==> src/rtl/hex_page_source.sv <==
// Feeds four hex decoders with paged snapshots of processor state.
// The page is stepped by a synchronized, debounced push-button.
module hex_page_source #(
  parameter int DB_CYCLES = 500000
) (
  input  logic        Clk,
  input  logic        Reset,
  input  logic        Strobe,
  input  logic        Freeze,
  input  logic        PageBtn_n,
  input  logic [15:0] IR,
  input  logic [7:0]  PC,
  input  logic [3:0]  State,
  input  logic [15:0] ALU_A,
  input  logic [15:0] Result,
  output logic [3:0]  N3,
  output logic [3:0]  N2,
  output logic [3:0]  N1,
  output logic [3:0]  N0,
  output logic [1:0]  Page,
  output logic [7:0]  SnapCount
);

  localparam int CW = (DB_CYCLES > 1) ? $clog2(DB_CYCLES) : 1;
  localparam logic [CW-1:0] DB_LAST = CW'(DB_CYCLES - 1);

  logic [15:0]   snap_ir;
  logic [7:0]    snap_pc;
  logic [3:0]    snap_state;
  logic [15:0]   snap_alu_a;
  logic [15:0]   snap_result;
  logic          sync1;
  logic          sync2;
  logic          stable;
  logic          stable_d;
  logic [CW-1:0] db_count;
  logic          press;
  logic [15:0]   page_word;

  always_ff @(posedge Clk or posedge Reset) begin
    if (Reset) begin
      snap_ir     <= '0;
      snap_pc     <= '0;
      snap_state  <= '0;
      snap_alu_a  <= '0;
      snap_result <= '0;
      SnapCount   <= '0;
    end else if (Strobe && !Freeze) begin
      snap_ir     <= IR;
      snap_pc     <= PC;
      snap_state  <= State;
      snap_alu_a  <= ALU_A;
      snap_result <= Result;
      SnapCount   <= SnapCount + 8'd1;
    end
  end

  // Synchronizer and debouncer idle at the released (high) level.
  always_ff @(posedge Clk or posedge Reset) begin
    if (Reset) begin
      sync1    <= 1'b1;
      sync2    <= 1'b1;
      stable   <= 1'b1;
      stable_d <= 1'b1;
      db_count <= '0;
    end else begin
      sync1    <= PageBtn_n;
      sync2    <= sync1;
      stable_d <= stable;
      if (sync2 != stable) begin
        if (db_count == DB_LAST) begin
          stable   <= sync2;
          db_count <= '0;
        end else begin
          db_count <= db_count + 1'b1;
        end
      end else begin
        db_count <= '0;
      end
    end
  end

  // Only the falling edge of the debounced level (a press) steps the page.
  assign press = stable_d & ~stable;

  always_ff @(posedge Clk or posedge Reset) begin
    if (Reset) begin
      Page <= '0;
    end else if (press) begin
      Page <= Page + 2'd1;
    end
  end

  always_comb begin
    page_word = snap_ir;
    case (Page)
      2'd0: page_word = snap_ir;
      2'd1: page_word = {snap_pc, 4'h0, snap_state};
      2'd2: page_word = snap_alu_a;
      2'd3: page_word = snap_result;
      default: page_word = snap_ir;
    endcase
  end

  always_ff @(posedge Clk or posedge Reset) begin
    if (Reset) begin
      N3 <= '0;
      N2 <= '0;
      N1 <= '0;
      N0 <= '0;
    end else begin
      N3 <= page_word[15:12];
      N2 <= page_word[11:8];
      N1 <= page_word[7:4];
      N0 <= page_word[3:0];
    end
  end

endmodule

==> config.mk <==
export PLATFORM = sky130hd
export DESIGN_NAME = hex_page_source
export DESIGN_NICKNAME = d
export VERILOG_FILES = /design/src/rtl/hex_page_source.sv
export SDC_FILE = /design/constraint.sdc
export NUM_CORES = 1
export LEC_CHECK = 0
export CORE_MARGIN = 5
export CORE_UTILIZATION = 56
export CTS_CLUSTER_DIAMETER = 120
export DETAILED_ROUTE_END_ITERATION = 10
export DONT_BUFFER_PORTS = 1
export GPL_TIMING_DRIVEN = 0
export PLACE_DENSITY = 0.74
export SLEW_MARGIN = 30
export SYNTH_ARGS = -nofsm -noshare
export SYNTH_HDL_FRONTEND = slang
export SYNTH_SLANG_ARGS = --single-unit
==> constraint.sdc <==
create_clock -name Clk -period 2.9 [get_ports Clk]
set_input_delay 0.145 -clock Clk [delete_from_list [all_inputs] [get_ports Clk]]
set_output_delay 0.145 -clock Clk [all_outputs]
set_load 0.03 [all_outputs]
==> summary.txt, run 1 <==
Timing
  • RSZ-0062 raised after global routing: no
  • Final setup fails: 0
  • Layout Skew: 0.01857 ns
  • Fin. Hold Viols: 0
  • FMAX: 471.1 MHz
  • Max-Slew Margin vs Limit: 44.32%
  • Worst-Margin Slew: 0.8352 ns
  • Hold WS: 0.3117 ns
  • Max-slew violation count: 0
  • Tmin final: 2.123 ns
  • Tcrit/Tclk final: 73.19%
  • Total Negative Setup Slacks: 0 ns

Layout
  • # diodes: 0
  • Share of cells above drive strength 1: 19.17%
  • Commonest non-fill, non-tap cell in the layout: dfrtp_1
  • Most frequent cells in the layout: 105 x dfrtp_1, 62 x dlygate4sd3_1, 50 x mux2_2
  • Finished Cell Area: 0.005560 sq mm
  • Total Nets Final: roughly 500
  • Layout area overhead: 22.93%
  • Fillers: 520

Route
  • Vias: about 3000
  • Routed Wire Length: ~11000 um
  • First-pass DRT Iterations: 4
  • Initial detailed-routing violation count: 119
  • Post-route DRC: 0
  • Avg WL per Cell: 19.64 um
  • Antenna Nets Post-Route: 0
  • DR vias/cell: 5.606

Synthesis
  • Synth Warn #: 0
  • Distinct cells, synth: 34
  • #FFs+latches synth: 109
  • Cell area after synthesis: 0.004523 sq mm
  • Register area share after synthesis: 60.41%
  • Avg Cell Area, Syn: 12.89 sq um
  • Cells after Synth: 351
  • Post-synth net total: 422

Setup path
  • Stages on worst setup path: 5
  • Crit. End Element: register
  • Crit start category: register
  • Worst Path Arrival: 2.41 ns
  • Worst Path Required: 3.19 ns
  • Crit-path max FO: 10
  • Worst Path Class, Setup: register to register
  • Critical path's most frequent cell: clkbuf_1
  • Crit-path slowest cell: dfrtp_1
  • Worst R2R Path Depth: 5
  • Critical path, cell by cell: ha_1 > clkbuf_1 > clkbuf_1 > a222oi_1 > mux2i_1
  • WP buf/inv: 2
  • Kind of cell adding the most delay to the critical path: buffers and inverters
  • Slowest cell delay on critical path: 0.63 ns

Clocking
  • CTS Buffer Depth: 2
  • Post-CTS sizing: 0
  • CTS sink count: between 100 and 150
  • TritonCTS Buffers: 9
  • CTS tree: built
  • Clock root cell: clkbuf_8
  • Clock Pin Slew Worst Setup and Hold Paths: 0.11 ns
  • H-tree Lvls: 3
  • Clk_lat worst skew: 0.37 ns

Global routing
  • GR Overflow Total: 0
  • Largest net degree at the start of global routing: 28
  • Initial antenna violation count: 0
  • Total track usage: 22.10%
  • Vias in the first global route: 3332
  • First-pass GRT wire length: 17010 um

Floorplan
  • Die height: around 100 um
  • Top-Level Pins: a little over 90
  • Die Wd: between 90 and 100 um
  • Die area: 0.009974 sq mm
  • Starting Density: around 58%
  • # rows: 32
  • Core region area: 0.007807 sq mm

Job
  • Max-cap violations: 0

Outcome
  • Status: finished, final reports clean

Power and ir drop
  • Peak VDD IR: 0.3625 mV
  • Pwr/cell area: 579.8 mW/mm^2
  • Leakage: 2.379 nW
  • Total Power: 3.224 mW

Placed design
  • Routability cong.: between 0.7 and 0.8
  • Placed Area: roughly 0.0048 sq mm
  • Post-DP HPWL: 6989 um
  • Buffers added on ports: 0

Min path
  • Hold Path Class: input port to register
  • Hold Crit Depth: 1
## flip-flops by register name, indices dropped and copies added, names as in the netlist, 8 cells and up
register     flops
SnapCount        8
db_count        19
snap_alu_a      16
snap_ir         16
snap_pc          8
snap_result     16
## kinds of logic (layout without fill, tap and decap cells)
kind of cell             Yosys count  in the layout  share of synthesized area [%]
flip-flops                       109            109                          60.41
AND/OR/NAND/NOR                   77             77                          9.073
multiplexers                      64             64                          15.57
AO/OA/AOI/OAI                     36             36                          5.671
buffers and inverters             35            117                          2.960
XOR/XNOR                          24             24                          4.647
adder cells (fa/ha/maj)            6              6                          1.660
## area by class of cell
cell class	instances	area, sq um	share of cell area [%]
Clock buffer	9	123.9	2.228
Sequential cell	109	2733	49.14
Timing Repair Buffer	66	723.2	13.01
Tap cell	102	127.6	2.295
Inverter	19	75.07	1.350
Clock inverter	7	58.81	1.058
Multi-Input combinational cell	207	1657	29.79
Buffer	16	62.56	1.125
## layer usage
| metal | vias up | track usage (%) | share of wire [%] |
|---|---|---|---|
| li1 | 1379 | - | - |
| met1 | 1510 | 27.20 | 39 |
| met2 | 93 | 38.53 | 53 |
| met3 | 17 | 4.309 | 6.0 |
| met4 | 0 | 8.298 | 1.7 |
| met5 | - | 0 | 0 |
## where the power goes
part,switching (mW),internal [mW]
sequential,0.275,1.71
combinational,0.164,0.216
clock,0.535,0.323
total,0.973,2.25
## Yosys cell counts
cell / count / area, sq um
xor2_1: 4 / 35.03
nor2b_1: 2 / 12.51
a21oi_1: 2 / 10.01
mux2i_1: 13 / 130.1
buf_1: 2 / 7.510
o21ai_1: 4 / 20.02
inv_1: 19 / 71.32
nor4b_1: 1 / 8.760
nor4_2: 1 / 12.51
nand4bb_1: 1 / 11.26
o21bai_2: 1 / 11.26
xnor2_1: 20 / 175.2
ha_1: 6 / 75.07
clkbuf_1: 12 / 45.04
or4_1: 1 / 7.510
and3_1: 1 / 6.260
dfstp_2: 4 / 105.1
nand4_1: 4 / 25.02
a222oi_1: 12 / 120.1
a22oi_1: 4 / 30.03
nand3_4: 2 / 35.03
mux2_1: 1 / 11.26
nor2_1: 23 / 86.33
nor4_1: 5 / 31.28
dfrtp_1: 105 / 2628
nand4_2: 2 / 25.02
or3_1: 2 / 12.51
o21ai_0: 13 / 65.06
and4_1: 1 / 8.760
buf_2: 2 / 10.01
mux2_2: 50 / 563.0
nand3_1: 5 / 25.02
nand2_1: 22 / 82.58
nor3_1: 4 / 20.02
## timing repair
action,4_1_cts,5_1_grt
hold buffers,62,0
endpoints found under the hold margin,83,0
setup buffers,0,0
## worst paths after layout
check                               start             to  slack, ns
worst max register to register    Page[1]          N3[1]       0.78
min in group asynchronous           Reset     snap_ir[4]       0.34
worst max-delay path              Page[1]          N3[1]       0.78
worst min-delay path            PageBtn_n          sync1       0.31
worst min register to register      sync1          sync2       0.38
max in group asynchronous           Reset  snap_alu_a[0]       1.69
## per-stage QoR
step / cells / util [%] / setup WS (ns)
6_report: 535 / 71.22 / 0.7775
5_1_grt: 535 / 71.22 / 0.6492
4_1_cts: 535 / 71.22 / 0.7358
3_5_place_dp: 457 / 60.93 / 0.7814
3_3_place_gp: 453 / 59.62 / 0.8280
2_1_floorplan: 351 / - / 1.134
No activity file was read; power rests on OpenSTA's default activity.
==> run 2, diff against run 1 <==
==> constraint.sdc (replaced) <==
create_clock -name Clk -period 1.9 [get_ports Clk]
set_input_delay 0.095 -clock Clk [delete_from_list [all_inputs] [get_ports Clk]]
set_output_delay 0.095 -clock Clk [all_outputs]
set_load 0.03 [all_outputs]
==> summary.txt, run 2 (synthesis gave the netlist of run 1 again) <==
Layout
  • Commonest non-fill, non-tap cell in the layout: dfrtp_1 (unchanged)
  • Most frequent cells in the layout: 103 x dfrtp_1, 62 x dlygate4sd3_1, 50 x mux2_2 (was 105 x dfrtp_1, 62 x dlygate4sd3_1, 50 x mux2_2)
  • Largest register FFs: 19 (unchanged)
  • Layout area overhead: 24.45% (was 22.93%)
  • Final core utilization: 72.10% (was 71.22%)
  • Finished Cell Area: 0.005629 sq mm (was 0.005560 sq mm)
  • Share of cells above drive strength 1: 22.10% (was 19.17%)
  • Total Nets Final: 505 (was 499)
  • # diodes: 0 (unchanged)
  • Biggest register: db_count (unchanged)

Timing
  • Max-Slew Margin vs Limit: 50.33% (was 44.32%)
  • Tcrit/Tclk final: 96.59% (was 73.19%)
  • Layout Skew: 0.01932 ns (was 0.01857 ns)
  • Final setup fails: 0 (unchanged)
  • Worst-Margin Slew: 0.7451 ns (was 0.8352 ns)
  • Tmin final: 1.835 ns (was 2.123 ns)
  • FMAX: 544.9 MHz (was 471.1 MHz)
  • Setup ws final: 0.06476 ns (was 0.7775 ns)
  • Max-slew violation count: 0 (unchanged)
  • Fin. Hold Viols: 0 (unchanged)

Route
  • Antenna Nets Post-Route: 0 (unchanged)
  • Routed Wire Length: 10520 um (was 10510 um)
  • DR vias/cell: 5.640 (was 5.606)
  • Post-route DRC: 0 (unchanged)
  • First-pass DRT Iterations: 6 (was 4)
  • Avg WL per Cell: 19.44 um (was 19.64 um)
  • Vias: 3051 (was 2999)
  • Initial detailed-routing violation count: 118 (was 119)

Power and ir drop
  • Pwr/cell area: 875.0 mW/mm^2 (was 579.8 mW/mm^2)
  • Leakage: 2.420 nW (was 2.379 nW)
  • Peak VDD IR: 0.5517 mV (was 0.3625 mV)
  • Total Power: 4.925 mW (was 3.224 mW)

Placed design
  • Placed Area: 0.004757 sq mm (unchanged)
  • Routability cong.: 0.7946 (unchanged)
  • Post-Place Setup Slack: -0.2186 ns (was 0.7814 ns)
  • Post-DP HPWL: 6989 um (unchanged)
  • Buffers added on ports: 0 (unchanged)

Setup path
  • Crit start category: register (unchanged)
  • Worst Path Arrival: 2.06 ns (was 2.41 ns)
  • Worst Path Required: 2.13 ns (was 3.19 ns)
  • Critical path, cell by cell: ha_1 > clkbuf_1 > buf_2 > a222oi_1 > mux2i_1 (was ha_1 > clkbuf_1 > clkbuf_1 > a222oi_1 > mux2i_1)
  • Crit-path max FO: 10 (unchanged)
  • Crit. End Element: register (unchanged)
  • Worst Path Class, Setup: register to register (unchanged)
  • Slowest cell delay on critical path: 0.52 ns (was 0.63 ns)
  • Crit-path slowest cell: dfrtp_2 (was dfrtp_1)

Global routing
  • GR Overflow Total: 0 (unchanged)
  • Vias in the first global route: 3315 (was 3332)
  • First-pass GRT wire length: 17080 um (was 17010 um)
  • Total track usage: 22.11% (was 22.10%)
  • Initial antenna violation count: 0 (unchanged)
  • Largest net degree at the start of global routing: 28 (unchanged)

Floorplan
  • Starting Density: 57.93% (unchanged)
  • Top-Level Pins: 91 (unchanged)
  • Die Wd: 99.87 um (unchanged)
  • # rows: 32 (unchanged)
  • Die area: 0.009974 sq mm (unchanged)
  • Die height: 99.87 um (unchanged)
  • Core region area: 0.007807 sq mm (unchanged)

Clocking
  • H-tree Lvls: 3 (unchanged)
  • CTS tree: built (unchanged)
  • CTS Buffer Depth: 2 (unchanged)
  • Clk_lat worst skew: 0.37 ns (about the same)
  • CTS sink count: 109 (unchanged)
  • Clock Pin Slew Worst Setup and Hold Paths: 0.11 ns (about the same)
  • Clock root cell: clkbuf_8 (unchanged)
  • TritonCTS Buffers: 9 (unchanged)

Min path
  • Hold Path Class: input port to register (unchanged)

Job
  • Max-cap violations: 0 (unchanged)

Outcome
  • Status: finished, final reports clean (unchanged)
run 2: cell type report:
cell class | instances | area, sq um
Tap cell | 102 | 127.6
Multi-Input combinational cell | 207 | 1670
Fill cell | 514 | 2178
Sequential cell | 109 | 2735
Clock buffer | 9 | 123.9
Inverter | 19 | 75.07
Timing Repair Buffer | 72 | 768.2
Clock inverter | 7 | 58.81
Buffer | 16 | 70.07
run 2: repair_timing:
item                       4_1_cts  5_1_grt
setup endpoints to repair       27       11
setup buffers                    1        5
hold endpoints to repair        83        0
pin swaps                        0        2
hold buffers                    62        0
cloned                           0        0
resized for setup                7        8
run 2: power by group:
part	internal, mW	leakage, nW	switching, mW
combinational	0.337	0.994	0.256
clock	0.493	0.0888	0.813
sequential	2.61	1.34	0.416
total	3.44	2.42	1.48
run 2: critical path: cells and delay by family, from the launching register on:
kind / cells / cell delay, ns
multiplexers: 1 / 0.14
adder cells (fa/ha/maj): 1 / 0.21
buffers and inverters: 2 / 0.45
flip-flops: 1 / 0.52
AO/OA/AOI/OAI: 1 / 0.36
run 2: final timing paths:
path	slack (ns)	startpoint	cells after the start	end
setup / recovery	0.06	Page[1]	5	N3[1]
hold / removal	0.26	PageBtn_n	1	sync1
setup reg to reg	0.06	Page[1]	5	N3[1]
hold reg to reg	0.38	sync1	0	sync2
max in group asynchronous	0.75	Reset	5	snap_alu_a[0]
min in group asynchronous	0.28	Reset	2	snap_ir[6]
run 2: layer usage:
metal	vias up	track usage (%)	wire, um
met3	17	4.170	625
met2	97	38.33	5590
li1	1400	-	-
met5	-	0	0
met1	1537	27.74	4136
met4	0	7.773	165
run 2: per-stage QoR:
step | instances | TNS (ns) | hold WS, ns
floorplan | 351 | 0 | 0.09948
global placement | 453 | -3.037 | 0.09958
detailed placement | 457 | -3.073 | 0.07997
CTS | 536 | 0 | 0.2541
global route | 541 | -0.001123 | 0.2500
finish | 541 | 0 | 0.2595
==> run 3, diff against run 2 <==
--- a/config.mk
+++ b/config.mk
@@ -5,8 +5,8 @@
 export SDC_FILE = /design/constraint.sdc
 export NUM_CORES = 1
 export LEC_CHECK = 0
-export CORE_MARGIN = 5
-export CORE_UTILIZATION = 56
+export CORE_MARGIN = 8
+export CORE_UTILIZATION = 58
 export CTS_CLUSTER_DIAMETER = 120
 export DETAILED_ROUTE_END_ITERATION = 10
 export DONT_BUFFER_PORTS = 1
==> constraint.sdc (replaced) <==
create_clock -name Clk -period 1.85 [get_ports Clk]
set_input_delay 0.0925 -clock Clk [delete_from_list [all_inputs] [get_ports Clk]]
set_output_delay 0.0925 -clock Clk [all_outputs]
set_load 0.03 [all_outputs]
==> summary.txt, run 3 (synthesis gave the netlist of run 1 again) <==
Setup path
  • Worst Path Class, Setup: register to register (unchanged)
  • Crit start category: register (unchanged)
  • Crit-path max FO: 9 (was 10)
  • Crit. End Element: register (unchanged)
  • Worst Path Required: 2.14 ns (was 2.13 ns)
  • Reg2reg start: db_count[0] (was Page[1])
  • Worst R2R Path Depth: 5 (unchanged)
  • Worst reg-to-reg setup slack: 0.03 ns (was 0.06 ns)
  • R2r endpoint: db_count[18] (was N3[1])
  • Worst Path Arrival: 2.11 ns (was 2.06 ns)

Floorplan
  • Core region area: 0.007647 sq mm (was 0.007807 sq mm)
  • Die height: 104.3 um (was 99.87 um)
  • Top-Level Pins: 91 (unchanged)
  • Die Wd: 104.3 um (was 99.87 um)
  • # rows: 32 (unchanged)
  • Starting Density: 59.15% (was 57.93%)
  • Die area: 0.01088 sq mm (was 0.009974 sq mm)

Clocking
  • Clock root cell: clkbuf_8 (unchanged)
  • Clock Pin Slew Worst Setup and Hold Paths: 0.10 ns (was 0.11 ns)
  • CTS tree: built (unchanged)
  • TritonCTS Buffers: 9 (unchanged)
  • CTS sink count: 109 (unchanged)
  • CTS Buffer Depth: 2 (unchanged)
  • Clk_lat worst skew: 0.36 ns (was 0.37 ns)
  • H-tree Lvls: 3 (unchanged)

Global routing
  • Met2 Track Usage GR: 35.66% (was 38.33%)
  • Vias in the first global route: 3362 (was 3315)
  • Initial antenna violation count: 0 (unchanged)
  • Total track usage: 20.50% (was 22.11%)
  • Largest net degree at the start of global routing: 32 (was 28)
  • GR Overflow Total: 0 (unchanged)
  • Met3 Track Usage GR: 5.514% (was 4.170%)
  • Met1 GRT Util: 23.92% (was 27.74%)
  • First-pass GRT wire length: 17840 um (was 17080 um)
  • GRT busiest layer: met2 (unchanged)

Timing
  • Layout Skew: 0.007609 ns (was 0.01932 ns)
  • Worst-Margin Slew: 0.7437 ns (was 0.7451 ns)
  • Max-Slew Margin vs Limit: 50.42% (was 50.33%)
  • Hold WS: 0.1951 ns (was 0.2595 ns)
  • FMAX: 550.1 MHz (was 544.9 MHz)
  • Max-slew violation count: 0 (unchanged)
  • Fin. Hold Viols: 0 (unchanged)
  • Tmin final: 1.818 ns (was 1.835 ns)
  • RSZ-0062 raised after global routing: yes
  • Final setup fails: 0 (unchanged)
  • Tcrit/Tclk final: 98.26% (was 96.59%)

Power and ir drop
  • Pwr/cell area: 922.3 mW/mm^2 (was 875.0 mW/mm^2)
  • Leakage: 2.416 nW (was 2.420 nW)
  • Peak VDD IR: 0.5395 mV (was 0.5517 mV)
  • Total Power: 5.191 mW (was 4.925 mW)

Route
  • Vias: 3074 (was 3051)
  • Avg WL per Cell: 20.01 um (was 19.44 um)
  • Routed Wire Length: 10720 um (was 10520 um)
  • Initial detailed-routing violation count: 164 (was 118)
  • Antenna Nets Post-Route: 0 (unchanged)
  • First-pass DRT Iterations: 5 (was 6)
  • DR vias/cell: 5.735 (was 5.640)
  • Post-route DRC: 0 (unchanged)

Min path
  • Hold Path Class: input port to asynchronous set/reset pin (was input port to register)

Layout
  • Share of cells above drive strength 1: 21.66% (was 22.10%)
  • Fillers: 492 (was 514)
  • Total Nets Final: 500 (was 505)
  • Largest register FFs: 19 (unchanged)
  • Layout area overhead: 24.43% (was 24.45%)
  • Biggest register: db_count (unchanged)
  • # diodes: 0 (unchanged)
  • Commonest non-fill, non-tap cell in the layout: dfrtp_1 (unchanged)
  • Most frequent cells in the layout: 103 x dfrtp_1, 62 x dlygate4sd3_1, 50 x mux2_2 (unchanged)
  • Layout Cells excl Fill: 536 (was 541)

Placed design
  • Post-DP HPWL: 7241 um (was 6989 um)
  • Routability cong.: 0.8011 (was 0.7946)
  • Buffers added on ports: 0 (unchanged)
  • Placed Cells: 457 (unchanged)

Outcome
  • Status: finished, final reports clean (unchanged)

Job
  • Max-cap violations: 0 (unchanged)
-- run 3: cell count changes in the layout (fill, tap and decap cells not counted), sizes merged --
| cell | before | now |
|---|---|---|
| buf | 17 | 12 |
| bufinv | 0 | 1 |
| clkinv | 3 | 4 |
| clkinvlp | 3 | 1 |
-- run 3: where the power goes --
group	internal, mW	switching, mW	leakage (nW)	total, mW
Combinational	0.345	0.249	0.972	0.594
Sequential	2.68	0.429	1.34	3.11
Clock	0.650	0.835	0.107	1.49
-- run 3: worst max path at each step --
| stage | cells after the start | start | to |
|---|---|---|---|
| 3_5_place_dp | 5 | Page[1] | N0[0] |
| 4_1_cts | 5 | Page[0] | N3[1] |
| 5_1_grt | 5 | db_count[0] | db_count[18] |
| 2_1_floorplan | 5 | db_count[0] | db_count[18] |
| 6_report | 5 | db_count[0] | db_count[18] |
| 3_3_place_gp | 5 | Page[1] | N3[3] |
-- run 3: cell type report --
class / instances / area [sq um] / share of cell area [%]
multi-input cells: 207 / 1683 / 29.90
well taps: 102 / 127.6 / 2.268
clock buffers: 9 / 123.9 / 2.201
repair buffers: 68 / 730.7 / 12.98
clock inverters: 7 / 83.83 / 1.490
plain buffers: 15 / 68.82 / 1.223
flip-flops and latches: 109 / 2735 / 48.60
inverters: 19 / 75.07 / 1.334
-- run 3: routing by layer --
metal | vias to the layer above | routed length (um) | part of all wire (%)
li1 | 1389 | - | -
met1 | 1559 | 4224 | 39
met2 | 112 | 5740 | 54
met3 | 14 | 614 | 5.7
met4 | 0 | 143 | 1.3
met5 | - | 0 | 0
-- run 3: timing repair --
action,CTS,global route
hold endpoints to repair,113,0
endpoints found under the setup margin,27,17
gates cloned,0,0
gates resized for setup,9,7
hold buffers,62,0
setup buffers,2,0
pin swaps,1,2
-- run 3: per-stage QoR --
step	utilization (%)	setup TNS [ns]	setup slack, ns	instance area [sq um]
3_3_place_gp	60.86	-11.23	-0.2179	4654
4_1_cts	73.40	0	0.01143	5613
3_5_place_dp	62.11	-4.092	-0.2517	4750
2_1_floorplan	-	0	0.08445	4527
6_report	73.59	0	0.03218	5628
5_1_grt	73.59	-0.06861	-0.06861	5628
-- run 3: worst max-delay path: stages, from the launching register on --
cell,delay (ns)
dfrtp_1,0.41
ha_4,0.17
nand3_4,0.14
or4_4,0.56
or3_1,0.32
a21oi_1,0.15
